$ cat src/rtl/sr_cmd_gen.sv
// Synchronises and debounces two raw request lines and turns each clean press into a
// single-cycle, mutually exclusive set/reset pulse for a downstream SR flip-flop.
module sr_cmd_gen #(
    parameter int unsigned DEBOUNCE_CYCLES = 4,
    parameter int unsigned CNT_W           = 8
) (
    input  logic clk,
    input  logic rst_n,
    input  logic btn_set,
    input  logic btn_reset,
    output logic set,
    output logic reset,
    output logic conflict,
    output logic locked
);

    localparam logic [CNT_W-1:0] CntMax = CNT_W'(DEBOUNCE_CYCLES - 1);

    typedef enum logic {
        StIdle,
        StLockout
    } state_e;

    // Channel 0 is the set request, channel 1 the reset request.
    logic [1:0]            raw;
    logic [1:0]            sync1_q, sync2_q;
    logic [1:0]            stable_q, stable_d, stable_dly_q;
    logic [1:0]            rise;
    logic [1:0][CNT_W-1:0] cnt_q, cnt_d;

    state_e state_q, state_d;
    logic   set_q, set_d;
    logic   reset_q, reset_d;
    logic   conflict_q, conflict_d;

    assign raw = {btn_reset, btn_set};

    always_ff @(posedge clk or negedge rst_n) begin
        if (!rst_n) begin
            sync1_q      <= '0;
            sync2_q      <= '0;
            stable_q     <= '0;
            stable_dly_q <= '0;
            cnt_q        <= '0;
        end else begin
            sync1_q      <= raw;
            sync2_q      <= sync1_q;
            stable_q     <= stable_d;
            stable_dly_q <= stable_q;
            cnt_q        <= cnt_d;
        end
    end

    // Counter only runs while the synchronised input disagrees, so it never exceeds CntMax.
    always_comb begin
        stable_d = stable_q;
        cnt_d    = '0;
        for (int i = 0; i < 2; i++) begin
            if (sync2_q[i] != stable_q[i]) begin
                if (cnt_q[i] == CntMax) begin
                    stable_d[i] = ~stable_q[i];
                end else begin
                    cnt_d[i] = cnt_q[i] + 1'b1;
                end
            end
        end
    end

    assign rise = stable_q & ~stable_dly_q;

    always_ff @(posedge clk or negedge rst_n) begin
        if (!rst_n) begin
            state_q    <= StIdle;
            set_q      <= 1'b0;
            reset_q    <= 1'b0;
            conflict_q <= 1'b0;
        end else begin
            state_q    <= state_d;
            set_q      <= set_d;
            reset_q    <= reset_d;
            conflict_q <= conflict_d;
        end
    end

    always_comb begin
        state_d    = state_q;
        set_d      = 1'b0;
        reset_d    = 1'b0;
        conflict_d = 1'b0;
        unique case (state_q)
            StIdle: begin
                // A rise while the other channel is already held is treated like a tie.
                if ((rise[0] && rise[1]) || (rise[0] && stable_q[1]) ||
                    (rise[1] && stable_q[0])) begin
                    conflict_d = 1'b1;
                    state_d    = StLockout;
                end else begin
                    set_d   = rise[0];
                    reset_d = rise[1];
                end
            end
            StLockout: begin
                if (stable_q == 2'b00) begin
                    state_d = StIdle;
                end
            end
            default: state_d = StIdle;
        endcase
    end

    assign set      = set_q;
    assign reset    = reset_q;
    assign conflict = conflict_q;
    assign locked   = (state_q == StLockout);

endmodule

$ cat config.mk
export PLATFORM = sky130hd
export DESIGN_NAME = sr_cmd_gen
export DESIGN_NICKNAME = d
export VERILOG_FILES = /design/src/rtl/sr_cmd_gen.sv
export SDC_FILE = /design/constraint.sdc
export NUM_CORES = 1
export LEC_CHECK = 0
export BUFFER_PORTS_ARGS = -buffer_cell sky130_fd_sc_hd__buf_2
export CAP_MARGIN = 40
export CORE_ASPECT_RATIO = 1.2
export CORE_MARGIN = 4
export CORE_UTILIZATION = 40
export CTS_CLUSTER_SIZE = 12
export DETAILED_ROUTE_END_ITERATION = 8
export PLACE_DENSITY_LB_ADDON = 0.2
export SYNTH_ARGS = -nofsm -noshare
export SYNTH_HDL_FRONTEND = slang
export SYNTH_SLANG_ARGS = --single-unit
$ cat constraint.sdc
create_clock -name clk -period 1.5 [get_ports clk]
set_clock_uncertainty 0.1 [all_clocks]
set_input_delay 0.375 -clock clk [delete_from_list [all_inputs] [get_ports clk]]
set_output_delay 0.375 -clock clk [all_outputs]
set_load 0.01 [all_outputs]
---- Word-level counts from Yosys, hierarchy flattened ----
Index checks and enable logic that the tools add are counted.
word-level totals
  register bits after elaboration ......... 28
  input port bits ......................... 4
  output and inout port bits .............. 4
  word-level logic and storage cells ...... 42
operators by class
  add/subtract/negate cells ............... 2
  equality and inequality tests ........... 4
  muxes and demuxes ....................... 12
  bitwise gates (word level) .............. 5
  reduce and logical (&&, ||, !) cells .... 8
operator list
  cell                   number
  $mux W8                4
  $add A8 B1 Y8 const B  2
  $eq A8 B2 Y1 const B   2
  $mux W1                7
  $reduce_and A2 Y1      2
  $logic_and A1 B1 Y1    3
  $not A1 Y1             3
  $and A2 B2 Y2          1
  $logic_not A2 Y1       1
  $logic_or A1 B1 Y1     2
  $ne A1 B1 Y1           2
  $not A2 Y2             1
  $pmux W1 S2            1

---- Longest topological paths before layout ----
Gate-level depths: netlist of run 1.
  depth after elaboration ................. 7
  gate-level depth with buffers ........... 4

---- Least setup slack after synthesis of run 1 ----
No wires, ideal clock.
  path kind ............................... flip-flop to flip-flop
  start point ............................. reg cnt_q[8] in the netlist's numbering
  end point ............................... reg stable_q[1]
  setup time .............................. 0.125 ns
  arrival ................................. 1.148 ns
  data required time ...................... 1.275 ns
  slack ................................... 0.128 ns
  stages on the path, launching flop included .. 5
  path buffers ............................ 0
  cells stage by stage .................... dfrtp_1 ha_1 nor4b_2 nand2_1 mux2_2
on the way
  word-level cells in the longest chain between the ends .. 2
RTL lines
  what                                line  RTL
  start, declared                     29    logic [1:0][CNT_W-1:0] cnt_q, cnt_d;
  start signal, assigned              50    cnt_q <= cnt_d;
  $eq A8 B2 Y1                        60    if (cnt_q[i] == CntMax) begin
  $reduce_and A2 Y1 (no source line)  --
  end signal, assigned                48    stable_q <= stable_d;
  end, declared                       27    logic [1:0] stable_q, stable_d, stable_dly_q;
No other way between the ends.
A chain may end at the register's enable or synchronous reset.

---- Worst setup path after layout of run 1 ----
Ends and elaborated chain as after synthesis.

==> results.py, run 1 <==
metrics = {
    "synthesis": {
        "yosysWarningCount": 0,
        "ys.flop_type": "dfrtp_1",
        "synth_area_mm2": 0.00118,
        "synthesis.nets": 109,
        "synth.most_common_cell": "dfrtp_1",
        "netlist_instances": 101,
        "async_flop_share": 1.00,
        "ys_ff_latch": 28,
        "synth_edf_count": 0,
        "ys_top_cells_by_count": "dfrtp_1 (28), nor2_1 (10), nand3_1 (8)",
        "synth_area_per_cell_um2": 11.7,
        "seq_area_frac_synth": 0.593,
        "synth_top_area_cell": "dfrtp_1",
        "ys_top_cells_by_area": "dfrtp_1 (59%), ha_1 (4.2%), nand3_1 (3.4%)",
        "synth_top_area_share": 0.593,
        "synth.distinct_cells": 20,
    },
    "global_routing": {
        "grt_usage": 0.110,
        "antenna_found_initial": 0,
        "grt_max_degree": 17,
        "grt_pass1_wl_um": 3280,
        "grt_pass1_vias": 788,
        "grt.overflow.total": 0,
    },
    "routing": {
        "avgViaCountPerCell": 5.23,
        "vias": 789,
        "firstDrtPassIters": 2,
        "drc_errors": 0,
        "drt-initial-drc-count": 17,
        "wl_per_cell_um": 12.1,
        "ant_nets": 0,
        "wl_um": 1820,
    },
    "floorplanning": {
        "io_pins": 8,
        "die_y_um": 67.6,
        "rows": 21,
        "initial_core_util": 0.421,
        "die_area_mm2": 0.00389,
        "coreArea_mm2": 0.00281,
        "die_x_um": 57.6,
    },
    "cts": {
        "clock_latency_ps": 320,
        "path_clk_slew_ps": 140,
        "cts_buffers": 3,
        "root_buffer": "clkbuf_4",
        "htree_levels": 1,
        "clock-sinks": 28,
        "cts.path.max_buffers": 2,
        "cts_tree": "yes",
    },
    "worst_setup_path": {
        "r2r_setup_slack_ps": 90,
        "crit_path_max_fanout": 5,
        "path_depth": 4,
        "critPathArrivalTime_ps": 1540,
        "crit_chain": "ha_1 -> nor4b_4 -> nand2_1 -> mux2_2",
        "r2r-end": "stable_q[1]$_DFFE_PN0P_",
        "required_ps": 1620,
        "critPathMaxStageDelay_ps": 460,
        "path_class": "reg2reg",
        "crit_path_end_kind": "register",
        "critPathBufInv": 0,
        "start_kind": "register",
        "worst_r2r_path_depth": 4,
        "r2r_start": "cnt_q[8]$_DFF_PN0_",
        "critPathTopFamily": "flip-flops",
        "slowest_stage": "dfrtp_2",
    },
    "placed_design": {
        "io_buffer_count": 7,
        "hpwl_um": 1320,
        "dp.cells": 143,
        "gp_congestion": 0.778,
    },
    "power": {
        "pwr-share-comb": 0.242,
        "pwr-share-clk": 0.230,
        "p_seq_frac": 0.528,
        "p_leak_nw": 0.629,
        "p_per_area_mw_per_mm2": 1490,
        "power.total_mw": 2.07,
        "vdd_drop_max_uv": 706,
        "p_int_mw": 1.44,
        "switching_power_mw": 0.633,
        "swShare": 0.306,
    },
    "hold_path": {
        "hp-class": "in2reg",
        "min_from": "btn_reset",
        "holdPathEnd": "sync1_q[1]$_DFF_PN0_",
        "hold-path-cell-count": 1,
    },
    "final_layout": {
        "layout.nets": 126,
        "area_growth_pct": 17.1,
        "final_cells": 151,
        "regArea_um2": 702,
        "drive_gt1_frac": 0.214,
        "nFillCells": 245,
        "antenna_cells": 0,
        "multi_input_area_um2": 485,
    },
    "sta": {
        "worstMarginPinSlew_ps": 321,
        "relSlewSlack": 0.786,
        "grt_setup_unrepaired": "no",
        "period_share": 0.943,
        "setup_viol": 0,
        "fmax_mhz": 707,
        "hold_viol_final": 0,
        "maxSlewViolCount": 0,
        "min_period_ps": 1410,
        "setup_tns_ps": 0,
    },
    "outcome": {
        "outcome": "complete, no violations",
    },
    "run": {
        "cap_violations": 0,
    },
}
==> worst register-to-register path: stages (launching register included) <==
cell and delay, ps:
dfrtp_2 460, ha_1 220, nor4b_4 130, nand2_1 80
mux2_2 330
==> state kept, by name, summed over array words and instances (netlist names) <==
signal and flops:
cnt_q 16, conflict 1, locked 1, reset 1, set 1, stable_dly_q 2
stable_q 2, sync1_q 2, sync2_q 2
==> repair_timing <==
action | CTS | global route
gates resized for setup | 0 | 4
setup buffers | 0 | 3
hold buffers | 1 | 0
setup endpoints to repair | 0 | 15
endpoints found under the hold margin | 12 | 0
==> power by group through the flow <==
stage | Clock, mW | Sequential [mW] | Combinational, mW
2_1_floorplan | 0 | 1.09 | 0.301
3_3_place_gp | 0 | 1.09 | 0.437
3_5_place_dp | 0 | 1.10 | 0.445
4_1_cts | 0.509 | 1.09 | 0.454
5_1_grt | 0.544 | 1.12 | 0.579
6_report | 0.477 | 1.09 | 0.501
==> how the worst max path moves through the flow <==
stage	startpoint	endpoint	slack (ps)
after floorplan	cnt_q[8]$_DFF_PN0_	stable_q[1]$_DFFE_PN0P_	130
after global placement	cnt_q[0]$_DFF_PN0_	stable_q[0]$_DFFE_PN0P_	90
after detailed placement	cnt_q[8]$_DFF_PN0_	cnt_q[11]$_DFF_PN0_	40
after CTS	cnt_q[8]$_DFF_PN0_	cnt_q[11]$_DFF_PN0_	20
after global routing	cnt_q[0]$_DFF_PN0_	stable_q[0]$_DFFE_PN0P_	4
final	cnt_q[8]$_DFF_PN0_	stable_q[1]$_DFFE_PN0P_	90
==> kinds of logic after synthesis <==
family / Yosys count / share of synthesized area
DFF: 28 / 0.593
buffers and inverters: 4 / 0.0127
xor gates and xnor gates: 8 / 0.0593
AOI/OAI and AO/OA: 16 / 0.0804
muxes: 2 / 0.0190
and+or+nand+nor: 39 / 0.194
adders and majority gates: 4 / 0.0423
==> cell usage in the layout, fill, tap and decap left out <==
cell,count
ha_1,4
a21o_2,1
nor3_1,2
a21o_1,1
bufinv_16,1
nand4_2,2
a21boi_0,1
buf_4,3
or3_1,6
o21ai_0,7
dfrtp_2,1
dlygate4sd3_1,1
buf_2,7
a21oi_2,2
and3b_1,1
nand2_1,6
mux2_2,2
a21oi_1,4
xor2_1,4
clkbuf_4,3
buf_12,1
inv_1,4
dfrtp_1,27
nor2_1,10
nor4b_4,2
nand3_1,8
nor4b_1,2
xnor2_1,4
==> final cells by class <==
type,count,share of cell area
repair buffers,12,0.0632
well taps,34,0.0307
inverters,4,0.0108
clock inverters,1,0.0217
flip-flops and latches,28,0.507
clock buffers,3,0.0163
multi-input cells,69,0.350
==> per-stage QoR <==
stage / hold slack, ps / cell area (µm²) / setup slack [ps] / util
detailed placement: 193 / 1280 / 41.4 / 0.455
global route: 10.7 / 1390 / 3.99 / 0.493
finish: 46.6 / 1390 / 85.7 / 0.493
CTS: 26.6 / 1340 / 15.5 / 0.478
floorplan: -20.6 / 1180 / 128 / -
global placement: 189 / 1280 / 86.1 / 0.455
==> routing by layer <==
metal / vias up / track usage / share of wire
met5: - / 0 / 0
met1: 398 / 0.124 / 0.40
li1: 383 / - / -
met2: 6 / 0.196 / 0.56
met4: 0 / 0.0522 / 0.0077
met3: 2 / 0.0229 / 0.027
No activity file was read; power rests on OpenSTA's default activity.
==> inputs of run 2 (changes only) <==
--- a/config.mk
+++ b/config.mk
@@ -9,7 +9,7 @@
 export CAP_MARGIN = 40
 export CORE_ASPECT_RATIO = 1.2
 export CORE_MARGIN = 4
-export CORE_UTILIZATION = 40
+export CORE_UTILIZATION = 57
 export CTS_CLUSTER_SIZE = 12
 export DETAILED_ROUTE_END_ITERATION = 8
 export PLACE_DENSITY_LB_ADDON = 0.2
==> run 2 against run 1 <==
Effect of this change:
- final cell count down 7.9%
- routed wire length rose by 4.1%
- critical path depth is the same
- register-to-register slack got worse by 20 ps
- combinational power is 12% higher
- first-iteration DRC count down 59%
- total power grew 2.7%
- count of clock-buffer cells in the layout unchanged
- non-clock buffer count up 3
- setup slack got worse by 16 ps
- global-route usage increased by 3.7 points
- fmax decreased by 1.1%
==> results.py, run 2 (synthesis gave the netlist of run 1 again) <==
metrics = {
    "floorplanning": {
        "die_y_um": 57.9,
        "initial_core_util": 0.618,
        "coreArea_mm2": 0.00191,
        "io_pins": 8,
        "rows": 17,
        "die_area_mm2": 0.00287,
        "die_x_um": 49.6,
    },
    "cts": {
        "htree_levels": 1,
        "cts_buffers": 3,
        "root_buffer": "clkbuf_4",
        "cts_tree": "yes",
        "cts.path.max_buffers": 2,
        "clock-sinks": 28,
        "path_clk_slew_ps": 140,
        "clock_latency_ps": 310,
    },
    "global_routing": {
        "grt_pass1_wl_um": 3280,
        "antenna_found_initial": 0,
        "grt_max_degree": 18,
        "grt.overflow.total": 0,
        "grt_pass1_vias": 844,
        "grt_usage": 0.147,
    },
    "final_layout": {
        "final_cell_mix": "dfrtp_1 (27), nor2_1 (10), nand3_1 (8)",
        "final_area_mm2": 0.00139,
        "area_growth_pct": 17.8,
        "largest_reg_flops": 16,
        "final_common_cell": "dfrtp_1",
        "layout.nets": 129,
        "antenna_cells": 0,
        "postLayoutCoreUtil": 0.727,
        "final_cells": 139,
        "top_register": "cnt_q",
        "drive_gt1_frac": 0.250,
    },
    "power": {
        "switching_power_mw": 0.651,
        "vdd_drop_max_uv": 1140,
        "pwr-share-clk": 0.223,
        "p_int_mw": 1.47,
        "power.total_mw": 2.12,
        "p_seq_frac": 0.512,
        "pwr-share-comb": 0.265,
        "p_per_area_mw_per_mm2": 1530,
        "p_leak_nw": 0.642,
        "swShare": 0.307,
    },
    "routing": {
        "ant_nets": 0,
        "wl_per_cell_um": 13.7,
        "firstDrtPassIters": 3,
        "avgViaCountPerCell": 5.72,
        "vias": 795,
        "wl_um": 1900,
        "drt-initial-drc-count": 7,
        "drc_errors": 0,
    },
    "sta": {
        "holdWs_ps": 50.7,
        "fmax_mhz": 699,
        "relSlewSlack": 0.800,
        "worstMarginPinSlew_ps": 299,
        "min_period_ps": 1430,
        "period_share": 0.953,
        "setup_viol": 0,
        "maxSlewViolCount": 0,
        "hold_viol_final": 0,
    },
    "worst_setup_path": {
        "required_ps": 1620,
        "path_class": "reg2reg",
        "crit_path_end_kind": "register",
        "start_kind": "register",
        "crit_path_max_fanout": 4,
        "critPathArrivalTime_ps": 1550,
    },
    "placed_design": {
        "gp_congestion": 0.787,
        "io_buffer_count": 7,
        "hpwl_um": 1310,
        "dp.cells": 128,
        "place_area_mm2": 0.00126,
    },
    "run": {
        "cap_violations": 0,
    },
    "outcome": {
        "outcome": "complete, no violations",
    },
    "hold_path": {
        "hp-class": "in2reg",
    },
}
run 2: cell count changes in the layout (fill, tap and decap cells not counted):
cell and delta:
a21o_1 -1, buf_4 +3, ha_2 +1, a21o_2 +1
ha_1 -1
run 2: worst paths after layout:
kind / slack (ps) / depth (start not counted) / start / end
min in group asynchronous: 360 / 2 / rst_n / cnt_q[7]$_DFF_PN0_
max: 70 / 4 / cnt_q[9]$_DFF_PN0_ / stable_q[1]$_DFFE_PN0P_
max reg2reg: 70 / 4 / cnt_q[9]$_DFF_PN0_ / stable_q[1]$_DFFE_PN0P_
min reg2reg: 280 / 0 / sync1_q[0]$_DFF_PN0_ / sync2_q[0]$_DFF_PN0_
min: 50 / 1 / btn_reset / sync1_q[1]$_DFF_PN0_
max in group asynchronous: 570 / 3 / rst_n / cnt_q[13]$_DFF_PN0_
run 2: layout make-up:
cell class | count | area, µm²
Clock buffer | 3 | 22.5
Clock inverter | 1 | 30.0
Fill cell | 130 | 522
Inverter | 4 | 15.0
Multi-Input combinational cell | 69 | 489
Sequential cell | 28 | 702
Tap cell | 19 | 23.8
Timing Repair Buffer | 15 | 110
run 2: per-stage QoR:
step | setup TNS (ps) | setup slack (ps)
4_1_cts | 0 | 19.4
2_1_floorplan | 0 | 128
3_5_place_dp | -2.47 | -2.19
3_3_place_gp | 0 | 43.4
5_1_grt | -3.74 | -3.74
6_report | 0 | 69.8
run 2: critical path, stage by stage, from the launching register on:
cell	delay [ps]
dfrtp_1	430
ha_2	210
nor4b_4	220
nand2_1	90
mux2_2	280
run 2: timing repair:
action                                  CTS  global route
setup buffers                             2             4
cloned                                    0             0
endpoints found under the setup margin    4            15
pin swaps                                 0             1
hold buffers                              1             0
endpoints found under the hold margin    11             0
resized for setup                         0             6
run 2: routing by layer:
layer,vias to the layer above,track usage,share of wire
met5,-,0,0
met4,0,0.0870,0.0074
met3,2,0.0231,0.023
met2,8,0.276,0.56
met1,397,0.152,0.41
li1,388,-,-
run 2: power by group through the flow:
stage	Clock (mW)	Sequential, mW	Combinational (mW)
finish	0.475	1.09	0.563
global route	0.521	1.12	0.638
CTS	0.491	1.08	0.491
detailed placement	0	1.11	0.447
global placement	0	1.09	0.437
floorplan	0	1.09	0.301
==> inputs of run 3 (changes only) <==
--- a/config.mk
+++ b/config.mk
@@ -10,8 +10,10 @@
 export CORE_ASPECT_RATIO = 1.2
 export CORE_MARGIN = 4
 export CORE_UTILIZATION = 57
+export CTS_CLUSTER_DIAMETER = 120
 export CTS_CLUSTER_SIZE = 12
 export DETAILED_ROUTE_END_ITERATION = 8
+export HOLD_SLACK_MARGIN = 0.06
 export PLACE_DENSITY_LB_ADDON = 0.2
 export SYNTH_ARGS = -nofsm -noshare
 export SYNTH_HDL_FRONTEND = slang
==> run 3 against run 2 <==
Effect of this change:
- sequential power about the same
- final cell count up 1.4%
- core utilization up 1.0 points
- final area up 1.4%
- total power up 0.45%
- largest power group unchanged
- first-iteration DRC count unchanged
- count of clock-buffer cells in the layout unchanged
- via count up 0.63%
==> results.py, run 3 (synthesis gave the netlist of run 1 again) <==
metrics = {
    "outcome": {
        "outcome": "complete, no violations",
    },
    "final_layout": {
        "antenna_cells": 0,
        "top_register": "cnt_q",
        "layout.nets": 131,
        "largest_reg_flops": 16,
        "drive_gt1_frac": 0.246,
        "postLayoutCoreUtil": 0.738,
        "final_cell_mix": "dfrtp_1 (27), nor2_1 (10), nand3_1 (8)",
        "final_cells": 141,
        "area_growth_pct": 19.5,
        "final_common_cell": "dfrtp_1",
        "nFillCells": 130,
    },
    "worst_setup_path": {
        "crit_path_end_kind": "register",
        "critPathArrivalTime_ps": 1560,
        "path_class": "reg2reg",
        "crit_chain": "ha_2 -> nor4b_4 -> nand2_1 -> mux2_2",
        "crit_path_max_fanout": 4,
        "start_kind": "register",
        "critPathCapture": "stable_q[1]$_DFFE_PN0P_",
        "r2r-end": "stable_q[1]$_DFFE_PN0P_",
        "critPathMaxStageDelay_ps": 430,
        "worst_r2r_path_depth": 4,
        "required_ps": 1620,
        "r2r_start": "cnt_q[8]$_DFF_PN0_",
        "crit_start": "cnt_q[8]$_DFF_PN0_",
        "r2r_setup_slack_ps": 60,
        "slowest_stage": "dfrtp_1",
    },
    "sta": {
        "setup_viol": 0,
        "min_period_ps": 1440,
        "relSlewSlack": 0.801,
        "worstMarginPinSlew_ps": 299,
        "hold_viol_final": 0,
        "setup_tns_ps": 0,
        "period_share": 0.959,
        "fmax_mhz": 695,
        "holdWs_ps": 282,
        "maxSlewViolCount": 0,
    },
    "cts": {
        "path_clk_slew_ps": 140,
        "clock_latency_ps": 310,
        "cts_tree": "yes",
        "cts_buffers": 3,
        "htree_levels": 1,
        "root_buffer": "clkbuf_4",
        "clock-sinks": 28,
        "cts.path.max_buffers": 2,
    },
    "routing": {
        "avgViaCountPerCell": 5.67,
        "vias": 800,
        "ant_nets": 0,
        "drt-initial-drc-count": 7,
        "firstDrtPassIters": 4,
        "wl_per_cell_um": 13.4,
        "wl_um": 1900,
        "drc_errors": 0,
    },
    "floorplanning": {
        "die_y_um": 57.9,
        "coreArea_mm2": 0.00191,
        "io_pins": 8,
        "initial_core_util": 0.618,
        "rows": 17,
        "die_x_um": 49.6,
        "die_area_mm2": 0.00287,
    },
    "power": {
        "vdd_drop_max_uv": 1140,
        "p_per_area_mw_per_mm2": 1510,
        "p_leak_nw": 0.650,
    },
    "hold_path": {
        "hp-class": "reg2reg",
        "hold-path-cell-count": 0,
    },
    "placed_design": {
        "gp_congestion": 0.787,
        "dp.cells": 128,
        "io_buffer_count": 7,
        "hpwl_um": 1310,
    },
    "global_routing": {
        "grt_pass1_wl_um": 3350,
        "grt_max_degree": 18,
        "grt_pass1_vias": 853,
        "grt.overflow.total": 0,
        "grt_usage": 0.150,
        "antenna_found_initial": 0,
    },
    "run": {
        "cap_violations": 0,
    },
}
==> run 3: changes by cell type in the layout (fill, tap and decap cells not counted), sizes merged <==
cell and delta:
dlygate4sd3 +2
==> run 3: cell type report <==
type,count,area [µm²],area share
flip-flops and latches,28,702,0.497
repair buffers,17,130,0.0921
inverters,4,15.0,0.0106
clock inverters,1,30.0,0.0213
multi-input cells,69,489,0.346
well taps,19,23.8,0.0168
clock buffers,3,22.5,0.0159
==> run 3: what timing repair did <==
action                                  4_1_cts  5_1_grt
gates resized for setup                       0        6
endpoints found under the hold margin        13        0
buffers inserted                              2        4
hold buffers                                  3        0
pin swaps                                     0        1
endpoints found under the setup margin        4       15
==> run 3: worst min path at each step <==
| stage | to | start |
|---|---|---|
| global placement | cnt_q[7]$_DFF_PN0_ | rst_n |
| detailed placement | cnt_q[7]$_DFF_PN0_ | rst_n |
| floorplan | cnt_q[0]$_DFF_PN0_ | rst_n |
| CTS | sync2_q[1]$_DFF_PN0_ | sync1_q[1]$_DFF_PN0_ |
| global route | sync2_q[0]$_DFF_PN0_ | sync1_q[0]$_DFF_PN0_ |
| finish | sync2_q[1]$_DFF_PN0_ | sync1_q[1]$_DFF_PN0_ |
==> run 3: per-stage QoR <==
stage          power [mW]  area [µm²]  setup WS [ps]
6_report             2.13        1410           61.0
2_1_floorplan        1.39        1180            128
3_5_place_dp         1.55        1260          -2.19
5_1_grt              2.28        1410          -17.3
4_1_cts              2.07        1360           19.4
3_3_place_gp         1.53        1260           43.4
==> run 3: where the power goes <==
| part | internal, mW | total [mW] | leakage [nW] | switching [mW] |
|---|---|---|---|---|
| clock network | 0.270 | 0.476 | 0.0279 | 0.206 |
| logic | 0.296 | 0.567 | 0.256 | 0.270 |
| registers | 0.914 | 1.09 | 0.366 | 0.177 |
| total | 1.48 | 2.13 | 0.650 | 0.654 |
==> run 3: worst max-delay path, delay by kind of cell (launching register included) <==
family | cells | cell delay [ps]
adder cells (fa/ha/maj) | 1 | 210
flip-flops | 1 | 430
multiplexers | 1 | 280
AND/OR/NAND/NOR | 2 | 310
==> run 3: layer usage <==
layer | vias to the layer above | part of all wire | wire length (µm) | global-route usage
li1 | 393 | - | - | -
met1 | 399 | 0.42 | 800 | 0.160
met2 | 6 | 0.55 | 1040 | 0.276
met3 | 2 | 0.022 | 41 | 0.0231
met4 | 0 | 0.0074 | 14 | 0.0870
met5 | - | 0 | 0 | 0
